[src/rtl/matvec8_requant.sv]
// rtl/matvec8_requant.sv - rounding requantizer (IN_W -> OUT_W) with saturation, element tagging and output FIFO
// Optional feature: define MATVEC8_REQUANT_RELU_EN to clamp negative results to 0 instead of -2^(OUT_W-1).
module matvec8_requant #(
  parameter int IN_W    = 28,
  parameter int OUT_W   = 14,
  parameter int DEPTH   = 8,
  parameter int VEC_LEN = 8
) (
  input  logic             clk,
  input  logic             reset_n,
  input  logic [3:0]       shift,
  input  logic             in_valid,
  output logic             in_ready,
  input  logic [IN_W-1:0]  in_data,
  output logic             out_valid,
  input  logic             out_ready,
  output logic [OUT_W-1:0] out_data,
  output logic             out_last,
  output logic [7:0]       sat_count
);
  localparam int AW = $clog2(DEPTH);
  localparam int IW = (VEC_LEN > 1) ? $clog2(VEC_LEN) : 1;
  localparam int SW = IN_W + 1;
  localparam logic signed [SW-1:0] MAX_V = SW'(2 ** (OUT_W - 1) - 1);

  logic                 in_fire, push, pop, empty, sat;
  logic signed [SW-1:0] ext, rnd, sum, shifted;
  logic [OUT_W-1:0]     clamped;

  logic                 st_valid, st_last, st_sat;
  logic [OUT_W-1:0]     st_data;
  logic [IW-1:0]        idx;

  logic [OUT_W:0]       mem [DEPTH];
  logic [OUT_W:0]       head;
  logic [AW:0]          wptr, rptr, count;

  assign count    = wptr - rptr;
  assign empty    = (count == '0);
  // Stage occupancy is counted so that stage + FIFO never exceed DEPTH entries.
  assign in_ready = ({1'b0, count} + (AW + 2)'(st_valid)) < (AW + 2)'(DEPTH);
  assign in_fire  = in_valid && in_ready;
  assign push     = st_valid;
  assign pop      = out_valid && out_ready;

  // One extra bit of headroom keeps the rounding add from overflowing.
  always_comb begin
    ext     = {in_data[IN_W-1], in_data};
    rnd     = (shift == 4'd0) ? '0 : ({{(SW - 1){1'b0}}, 1'b1} << (shift - 4'd1));
    sum     = ext + rnd;
    shifted = sum >>> shift;
    clamped = shifted[OUT_W-1:0];
    sat     = 1'b0;
    if (shifted > MAX_V) begin
      clamped = MAX_V[OUT_W-1:0];
      sat     = 1'b1;
    end
`ifdef MATVEC8_REQUANT_RELU_EN
    else if (shifted[SW-1]) begin
      clamped = '0;
    end
`else
    else if (shifted < SW'(-(2 ** (OUT_W - 1)))) begin
      clamped = {1'b1, {(OUT_W - 1){1'b0}}};
      sat     = 1'b1;
    end
`endif
  end

  always_ff @(posedge clk or negedge reset_n) begin
    if (!reset_n) begin
      st_valid <= 1'b0;
      st_data  <= '0;
      st_last  <= 1'b0;
      st_sat   <= 1'b0;
      idx      <= '0;
    end else begin
      st_valid <= in_fire;
      if (in_fire) begin
        st_data <= clamped;
        st_sat  <= sat;
        st_last <= (idx == IW'(VEC_LEN - 1));
        idx     <= (idx == IW'(VEC_LEN - 1)) ? '0 : idx + 1'b1;
      end
    end
  end

  always_ff @(posedge clk or negedge reset_n) begin
    if (!reset_n) begin
      wptr      <= '0;
      rptr      <= '0;
      sat_count <= '0;
    end else begin
      if (push) wptr <= wptr + 1'b1;
      if (pop)  rptr <= rptr + 1'b1;
      if (push && st_sat && sat_count != 8'hFF) sat_count <= sat_count + 1'b1;
    end
  end

  always_ff @(posedge clk) begin
    if (push) mem[wptr[AW-1:0]] <= {st_data, st_last};
  end

  // Head is masked while empty so stale storage never shows on the outputs.
  assign head      = mem[rptr[AW-1:0]];
  assign out_valid = !empty;
  assign out_data  = empty ? '0 : head[OUT_W:1];
  assign out_last  = !empty && head[0];
endmodule

[config.mk]
export PLATFORM = sky130hd
export DESIGN_NAME = matvec8_requant
export DESIGN_NICKNAME = d
export VERILOG_FILES = /design/src/rtl/matvec8_requant.sv
export SDC_FILE = /design/constraint.sdc
export NUM_CORES = 1
export LEC_CHECK = 0
export ABC_AREA = 1
export BUFFER_PORTS_ARGS = -buffer_cell sky130_fd_sc_hd__buf_2
export CAP_MARGIN = 20
export CORE_MARGIN = 2
export CORE_UTILIZATION = 35
export CTS_CLUSTER_DIAMETER = 150
export DETAILED_ROUTE_END_ITERATION = 10
export PLACE_DENSITY = 0.56
export SETUP_SLACK_MARGIN = 0.1
export SYNTH_ARGS = -nofsm -noshare
export SYNTH_HDL_FRONTEND = slang
export SYNTH_SLANG_ARGS = --single-unit
[constraint.sdc]
create_clock -name clk -period 4.55 [get_ports clk]
set_clock_uncertainty 0.1 [all_clocks]
set_input_delay 0.6825 -clock clk [delete_from_list [all_inputs] [get_ports clk]]
set_output_delay 0.6825 -clock clk [all_outputs]
set_load 0.01 [all_outputs]
==> results of run 1 <==
==> how the worst max path moves through the flow <==
stage | from | endpoint | slack, ns | cells past startpoint
floorplan | shift[0] | st_data[0] | 0.13 | 31
global placement | shift[2] | st_data[8] | 0.19 | 26
detailed placement | shift[0] | st_data[5] | 0.16 | 27
CTS | shift[0] | st_data[5] | 0.54 | 27
global route | shift[1] | st_data[5] | 0.17 | 27
finish | shift[1] | st_data[5] | 0.59 | 27
==> per-layer routing <==
| layer | track usage | up-vias |
|---|---|---|
| met5 | 0 | - |
| met4 | 0.0344 | 0 |
| met3 | 0.0242 | 23 |
| met2 | 0.303 | 224 |
| met1 | 0.265 | 4127 |
| li1 | - | 4450 |
==> sequential cells by signal, indices dropped and copies added (netlist names) <==
signal	flops
mem	120
sat_count	8
push	1
st_last	1
rptr	4
st_data	14
st_sat	1
idx	3
wptr	4
==> per-stage QoR <==
step	hold slack [ns]	utilization	setup WS, ns
2_1_floorplan	0.287	-	0.126
3_3_place_gp	0.368	0.385	0.185
3_5_place_dp	0.376	0.385	0.161
4_1_cts	0.282	0.407	0.538
5_1_grt	0.319	0.407	0.174
6_report	0.254	0.407	0.590
==> where the power goes <==
group	total (mW)	switching, mW	internal (mW)
registers	2.24	0.281	1.95
clock network	1.50	0.573	0.931
logic	2.52	1.59	0.930
==> repair_timing <==
item,CTS,global route
setup buffers,0,0
setup endpoints to repair,0,1
resized for setup,0,2
==> cells by family after synthesis <==
logic type / count (synthesis) / synth area share
and+or+nand+nor: 722 / 0.319
buffers and inverters: 192 / 0.0743
AOI/OAI and AO/OA: 161 / 0.103
DFF: 156 / 0.441
xor gates and xnor gates: 27 / 0.0231
adders and majority gates: 26 / 0.0333
muxes: 6 / 0.00612
other: 1 / 0.000367
==> Yosys cell counts, types with 11 or more instances <==
cell type / instances
a211oi_1: 15
nand2_1: 381
dfrtp_1: 36
nand3_1: 159
nor2_1: 89
edfxtp_1: 120
nand2_2: 25
a22oi_1: 16
xor2_1: 21
or2_2: 14
clkbuf_1: 34
nand4_1: 11
a32o_1: 15
o21ai_0: 26
ha_1: 24
a21oi_1: 58
nand3_2: 21
inv_1: 130
==> final cells by class <==
cell class              instances  area, um2
fillers                      2982      17000
multi-input cells             943       4970
flip-flops and latches        156       4510
repair buffers                 93        561
inverters                     139        526
well taps                     384        480
clock buffers                  18        429
clock inverters                14        204
==> impl_metrics.json, run 1 <==
{
  "max_stage_delay_ns": 0.36,
  "grt_max_degree": 48,
  "r2r_setup_slack_ns": 1.33,
  "async_reset_ff_frac": 0.231,
  "placementRows": 62,
  "viasPerCell": 5.05,
  "period_needed_ns": 3.96,
  "synth_top_area_share": 0.353,
  "setup_violations": 0,
  "path_class": "in2reg",
  "clk_path_buf_depth": 2,
  "synth_top_area_cell": "edfxtp_1",
  "fin_crit_sh": 0.870,
  "final_cell_mix": "nand2_1, nand3_1, inv_1",
  "drt_pass1_iterations": 6,
  "dr_wl_met2_mm": 12.8,
  "end_kind": "register",
  "cts_buffers": 17,
  "synth_enable_flop_cells": 120,
  "worstSkewPairLatency_ns": 0.42,
  "worst_pin_slew_ns": 0.807,
  "stdcell_count": 1747,
  "wl_met1_mm": 13.2,
  "htree_levels": 4,
  "wl_mm": 27.5,
  "crit_arrival_ns": 4.19,
  "fin_setup_tns_ns": 0,
  "grt_overflow": 0,
  "routed.top_layer": "met4",
  "syn-num-nets": 1353,
  "clock.fmax_ghz": 0.253,
  "seq_area_frac_synth": 0.441,
  "io_buffers": 60,
  "antenna_found_initial": 0,
  "dieArea_um2": 30600,
  "vias": 8824,
  "area_delta_synth_final_pct": 14.2,
  "dp_cells": 1715,
  "grt_usage": 0.185,
  "ys_ff_latch": 156,
  "hpwl_mm": 19.9,
  "slew_viol_final": 0,
  "slowest_stage": "ha_1",
  "total_power_mw": 6.26,
  "path_buf_inv": 4,
  "die_x_um": 175,
  "clk_pin_slew_ns": 0.06,
  "synth.cell_area_um2": 10200,
  "max_slew_margin": 0.462,
  "worstPathMaxFanout": 14,
  "power_density_nw_per_um2": 536,
  "io_pins": 61,
  "grt_pass1_vias": 8309,
  "outcome": "finished clean",
  "rsz0062_at_grt": "no",
  "final_area_um2": 11700,
  "gp_congestion": 0.940,
  "grt_pass1_wl_mm": 44.9,
  "worstSetupStartpointType": "input pin",
  "nets": 1412,
  "met3_length_mm": 1.28,
  "antennaDiodeCount": 0,
  "drtAntennaViolNets": 0,
  "cp_common_cell": "nand2_1",
  "worstRegToRegCells": 13,
  "yosys_warnings": 0,
  "rr_startpoint": "rptr[2]",
  "place_area_um2": 11000,
  "drtIter0Drc": 811,
  "leakage_nw": 5.24,
  "synthDistinctLibCells": 49,
  "cts-root-buf": "clkbuf_16",
  "cp_top_family": "simple AND/OR/NAND/NOR gates",
  "maxCapViolCount": 0,
  "layout-drive-gt1-share": 0.160,
  "wl_per_cell_um": 15.8,
  "crit_required_ns": 4.78,
  "clock-sinks": 156,
  "synth.area.top_cells": "edfxtp_1, nand2_1, dfrtp_1",
  "holdBufCountCts": 0,
  "final_common_cell": "nand2_1",
  "ir_worst_vdd_uv": 290,
  "drcViolationCount": 0,
  "synthCells": 1291,
  "cts_tree": "yes",
  "finalHoldViolations": 0,
  "synth_flop_cell": "edfxtp_1",
  "start_util": 0.356,
  "die_h_um": 175,
  "r2r_end": "st_data[5]",
  "synth_area_per_cell_um2": 7.92,
  "min_path_type": "in2async",
  "core_area_um2": 28700
}
Note: power is estimated with default switching activity, not from simulation.
==> run 2: changes to the inputs <==
--- a/config.mk
+++ b/config.mk
@@ -6,13 +6,13 @@
 export NUM_CORES = 1
 export LEC_CHECK = 0
 export ABC_AREA = 1
-export BUFFER_PORTS_ARGS = -buffer_cell sky130_fd_sc_hd__buf_2
 export CAP_MARGIN = 20
 export CORE_MARGIN = 2
 export CORE_UTILIZATION = 35
 export CTS_CLUSTER_DIAMETER = 150
 export DETAILED_ROUTE_END_ITERATION = 10
-export PLACE_DENSITY = 0.56
+export DONT_BUFFER_PORTS = 1
+export PLACE_DENSITY = 0.54
 export SETUP_SLACK_MARGIN = 0.1
 export SYNTH_ARGS = -nofsm -noshare
 export SYNTH_HDL_FRONTEND = slang
==> run 2 against run 1 <==
Total power is 6.2% lower. Die area stayed put. Worst hold slack better by 0.096 ns. Cell count is 4.2% lower. Clock power is 9% lower. Wire length is 2.6% lower. Sequential cell count stayed put. Count of clock-buffer cells in the layout is 1 higher. Combinational power is 10% lower. Utilization is 1.6 points lower. Global-route usage is 0.49 points lower. Final area is 3.9% lower. Critical endpoint is now st_data[6]. Largest cell class unchanged.
==> impl_metrics.json, run 2 (synthesis results as in run 1) <==
{
  "outcome": "finished clean",
  "max_stage_delay_ns": 0.39,
  "slowest_stage": "fa_1",
  "io_pins": 61,
  "antenna_found_initial": 0,
  "maxCapViolCount": 0,
  "worstSetupStartpointType": "input pin",
  "clock.fmax_ghz": 0.252,
  "worst_pin_slew_ns": 0.723,
  "clk_pin_slew_ns": 0.06,
  "final_common_cell": "nand2_1",
  "min_path_type": "in2reg",
  "holdBufCountCts": 2,
  "htree_levels": 4,
  "grt_pass1_vias": 8139,
  "area_delta_synth_final_pct": 9.69,
  "slew_viol_final": 0,
  "ctsResizeCount": 0,
  "dieArea_um2": 30600,
  "finalHoldViolations": 0,
  "clock-sinks": 156,
  "grt_pass1_wl_mm": 43.6,
  "total_power_mw": 5.87,
  "die_h_um": 175,
  "wl_per_cell_um": 16.0,
  "leakage_nw": 4.90,
  "hpwl_mm": 19.0,
  "layout-drive-gt1-share": 0.109,
  "drcViolationCount": 0,
  "hold_ws_ns": 0.350,
  "vias": 8500,
  "cts_tree": "yes",
  "core_area_um2": 28700,
  "wl_mm": 26.8,
  "cts-root-buf": "clkbuf_16",
  "final_cell_mix": "nand2_1, nand3_1, inv_1",
  "drtAntennaViolNets": 0,
  "worstPathMaxFanout": 30,
  "grt_overflow": 0,
  "crit_arrival_ns": 4.16,
  "fin_crit_sh": 0.872,
  "antennaDiodeCount": 0,
  "cts_buffers": 17,
  "fill_cells": 2966,
  "crit_required_ns": 4.74,
  "cp_common_cell": "nand2_1",
  "power_density_nw_per_um2": 523,
  "nets": 1339,
  "clk_path_buf_depth": 2,
  "fin_setup_tns_ns": 0,
  "drt_pass1_iterations": 5,
  "cp_top_family": "simple AND/OR/NAND/NOR gates",
  "setup_violations": 0,
  "start_util": 0.356,
  "final_area_um2": 11200,
  "cts_setup_buffers": 0,
  "drtIter0Drc": 682,
  "max_slew_margin": 0.518,
  "placementRows": 62,
  "viasPerCell": 5.08,
  "die_x_um": 175,
  "path_class": "in2reg",
  "worstSkewPairLatency_ns": 0.42,
  "largest_reg_flops": 120,
  "gp_congestion": 0.887,
  "io_buffers": 0,
  "path_buf_inv": 5,
  "rsz0062_at_grt": "no",
  "end_kind": "register",
  "grt_usage": 0.180,
  "grt_max_degree": 62,
  "place_area_um2": 10600,
  "period_needed_ns": 3.97,
  "ir_worst_vdd_uv": 312
}
-- run 2: area by class of cell --
cell class	instances	area, um2	area share
multi-input combinational	943	4960	0.443
sequential	156	4510	0.402
inverter	139	526	0.0469
tap	384	480	0.0428
clock buffer	19	433	0.0386
timing repair buffer	20	165	0.0147
clock inverter	12	139	0.0124
-- run 2: where the power goes --
group | switching (mW) | internal [mW] | total (mW)
clock | 0.558 | 0.811 | 1.37
sequential | 0.282 | 1.96 | 2.24
combinational | 1.51 | 0.754 | 2.26
total | 2.35 | 3.52 | 5.87
-- run 2: path summary, 6_finish.rpt --
kind	from	endpoint	slack, ns	cells past startpoint
worst min register to register	wptr[3]	wptr[3]	0.39	1
max in group asynchronous	reset_n	st_data[0]	3.54	2
worst min-delay path	out_ready	rptr[2]	0.35	2
worst max-delay path	shift[3]	st_data[6]	0.58	27
min in group asynchronous	reset_n	sat_count[7]	0.61	2
worst max register to register	rptr[2]	st_data[6]	1.14	13
-- run 2: stage by stage --
stage / worst slack, ns / instances / util
after global placement: 0.281 / 1640 / 0.370
after floorplan: 0.126 / 1291 / -
after global routing: 0.223 / 1673 / 0.391
final: 0.584 / 1673 / 0.391
after detailed placement: 0.183 / 1640 / 0.370
after CTS: 0.616 / 1673 / 0.391
-- run 2: metal layers --
layer  vias to the layer above  track usage  part of all wire
li1                       4304            -                 -
met1                      3992        0.253              0.49
met2                       184        0.297              0.46
met3                        20       0.0263             0.043
met4                         0       0.0372            0.0085
met5                         -            0                 0
==> run 3: changes to the inputs <==
--- a/config.mk
+++ b/config.mk
@@ -5,7 +5,6 @@
 export SDC_FILE = /design/constraint.sdc
 export NUM_CORES = 1
 export LEC_CHECK = 0
-export ABC_AREA = 1
 export CAP_MARGIN = 20
 export CORE_MARGIN = 2
 export CORE_UTILIZATION = 35
==> run 3 against run 2 <==
Final area rose by 9.4%. Largest cell class unchanged. Critical path type unchanged. Worst hold slack improved by 0.036 ns. Synthesized cell count fell by 30%. Critical endpoint is now st_data[0]. First-iteration DRC count fell by 36%.
==> impl_metrics.json, run 3 <==
{
  "gp_congestion": 0.897,
  "synth_area_per_cell_um2": 10.8,
  "synthCells": 909,
  "p_clk_frac": 0.245,
  "viasPerCell": 5.47,
  "antenna_found_initial": 0,
  "total_power_mw": 5.75,
  "setup_violations": 0,
  "yosys_warnings": 0,
  "worstSkewPairLatency_ns": 0.42,
  "worstPathMaxFanout": 35,
  "synth_xor_area_frac": 0.0329,
  "drtAntennaViolNets": 0,
  "finalHoldViolations": 0,
  "start_util": 0.355,
  "die_h_um": 172,
  "vias": 7750,
  "p_seq_frac": 0.384,
  "clock-sinks": 156,
  "ir_worst_vdd_uv": 274,
  "largest_reg_flops": 120,
  "cts_tree": "yes",
  "synthSimpleGateAreaFrac": 0.150,
  "antennaDiodeCount": 0,
  "clk_pin_slew_ns": 0.07,
  "drtIter0Drc": 436,
  "cts_buffers": 17,
  "worst_slack_ns": 0.129,
  "htree_levels": 4,
  "io_pins": 61,
  "synth_adder_area_share": 0.0346,
  "power_frac_comb": 0.371,
  "wl_per_cell_um": 19.3,
  "intPower_mw": 3.66,
  "rsz0062_at_grt": "yes",
  "grt_usage": 0.190,
  "clock.fmax_ghz": 0.226,
  "die_x_um": 172,
  "final_area_um2": 12300,
  "placementRows": 61,
  "muxShareOfSynthArea": 0.116,
  "hold_ws_ns": 0.386,
  "fin_crit_sh": 0.972,
  "outcome": "finished clean",
  "synth_flop_cell": "edfxtp_1",
  "final_common_cell": "buf_4",
  "worst_pin_slew_ns": 0.981,
  "seq_area_frac_synth": 0.458,
  "crit_required_ns": 4.75,
  "cts-root-buf": "clkbuf_16",
  "grt_max_degree": 41,
  "power_density_nw_per_um2": 469,
  "period_needed_ns": 4.42,
  "swShare": 0.363,
  "leakage_nw": 4.59,
  "grt_pass1_vias": 7679,
  "synth.area.top_cells": "edfxtp_1, dfrtp_1, mux4_2",
  "grt_overflow": 0,
  "max_slew_margin": 0.344,
  "wl_mm": 27.3,
  "synth_top_area_share": 0.366,
  "dieArea_um2": 29500,
  "core_area_um2": 27700,
  "dp_cells": 1371,
  "path_class": "in2reg",
  "dp_slack_ns": -0.340,
  "p_sw_mw": 2.09,
  "crit_arrival_ns": 4.62,
  "final_cell_mix": "buf_4, edfxtp_1, nand2_1",
  "synth_commonest_cells": "edfxtp_1, nand2_1, nor2_1, a21oi_1, dfrtp_1",
  "async_reset_ff_frac": 0.231,
  "end_kind": "register",
  "grt_pass1_wl_mm": 43.2,
  "area_delta_synth_final_pct": 24.6,
  "min_path_type": "reg2reg",
  "stdcell_count": 1418,
  "clk_path_buf_depth": 2,
  "drcViolationCount": 0,
  "synthDistinctLibCells": 86,
  "nets": 1089,
  "slew_viol_final": 0,
  "synth_top_family_by_area": "compound AO/OA/AOI/OAI gates",
  "hpwl_mm": 20.0,
  "yosysMostFrequentCell": "edfxtp_1",
  "syn-num-nets": 971,
  "worstSetupStartpointType": "input pin",
  "synth.cell_area_um2": 9840,
  "synth_enable_flop_cells": 120,
  "layout-drive-gt1-share": 0.315,
  "io_buffers": 0,
  "drt_pass1_iterations": 5,
  "ys_ff_latch": 156,
  "place_area_um2": 11200,
  "synth_compound_area_frac": 0.174,
  "maxCapViolCount": 0,
  "synth_top_area_cell": "edfxtp_1"
}
[run 3: cell count changes after synthesis, sizes merged, moves of 14 or more]
cell and change:
mux2i +23, nor2 -16, a32o -15, mux4 +34, nor3 +14, nand2 -305
and2 +16, inv -119, xnor2 +15, nand3 -159, and3 +17
[run 3: kinds of logic after synthesis]
group | count (synthesis)
adder cells (fa/ha/maj) | 26
AO/OA/AOI/OAI | 236
flip-flops | 156
XOR/XNOR | 37
other | 1
multiplexers | 70
AND/OR/NAND/NOR | 306
buffers and inverters | 77
[run 3: worst paths after layout]
check,start,endpoint,slack (ns),depth (start not counted)
worst max-delay path,shift[1],st_data[0],0.13,20
max in group asynchronous,reset_n,st_data[1],3.53,2
worst max register to register,rptr[2],st_data[0],1.03,14
worst min register to register,wptr[3],wptr[3],0.39,1
worst min-delay path,wptr[3],wptr[3],0.39,1
min in group asynchronous,reset_n,rptr[0],0.61,2
[run 3: repair_timing]
item	4_1_cts	5_1_grt
endpoints found under the setup margin	1	14
hold buffers	2	0
resized for setup	2	63
setup buffers	0	12
cloned	0	1
pin swaps	0	36
endpoints found under the hold margin	36	0
[run 3: metal layers]
layer | part of all wire | routed length (um) | global-route usage
met5 | 0 | 0 | 0
met3 | 0.043 | 1160 | 0.0281
met1 | 0.44 | 12100 | 0.246
met2 | 0.50 | 13700 | 0.338
met4 | 0.013 | 343 | 0.0361
[run 3: cell type report]
type                            instances  area, um2
Inverter                               21        110
Sequential cell                       156       4510
Clock inverter                         15        173
Fill cell                            2636      15400
Clock buffer                           17        425
Tap cell                              378        473
Timing Repair Buffer                  155       1210
Multi-Input combinational cell        676       5360
[run 3: power by group through the flow]
stage	clock network [mW]	logic, mW	registers [mW]
4_1_cts	1.43	2.12	2.21
5_1_grt	1.48	2.38	2.26
3_5_place_dp	0	2.10	2.24
3_3_place_gp	0	2.08	2.23
6_report	1.41	2.14	2.21
2_1_floorplan	0	1.56	2.14
[run 3: worst max-delay path, cell delays in order]
cell	delay (ns)
clkinv_16	0.06
nand2_8	0.06
nor3_4	0.10
ha_2	0.21
inv_2	0.05
fa_2	0.36
nand2b_4	0.16
a21oi_4	0.17
o211ai_1	0.30
a21boi_4	0.31
buf_4	0.14
o211ai_1	0.08
o311a_1	0.13
o21ai_0	0.30
o211a_2	0.29
nand2b_4	0.05
or4b_4	0.54
o31ai_4	0.30
clkbuf_16	0.23
a21oi_2	0.05
[run 3: metrics by stage]
step / setup TNS [ns] / util
2_1_floorplan: -3.97 / -
3_3_place_gp: -4.95 / 0.405
3_5_place_dp: -4.50 / 0.405
4_1_cts: 0 / 0.428
5_1_grt: -0.0547 / 0.443
6_report: 0 / 0.443
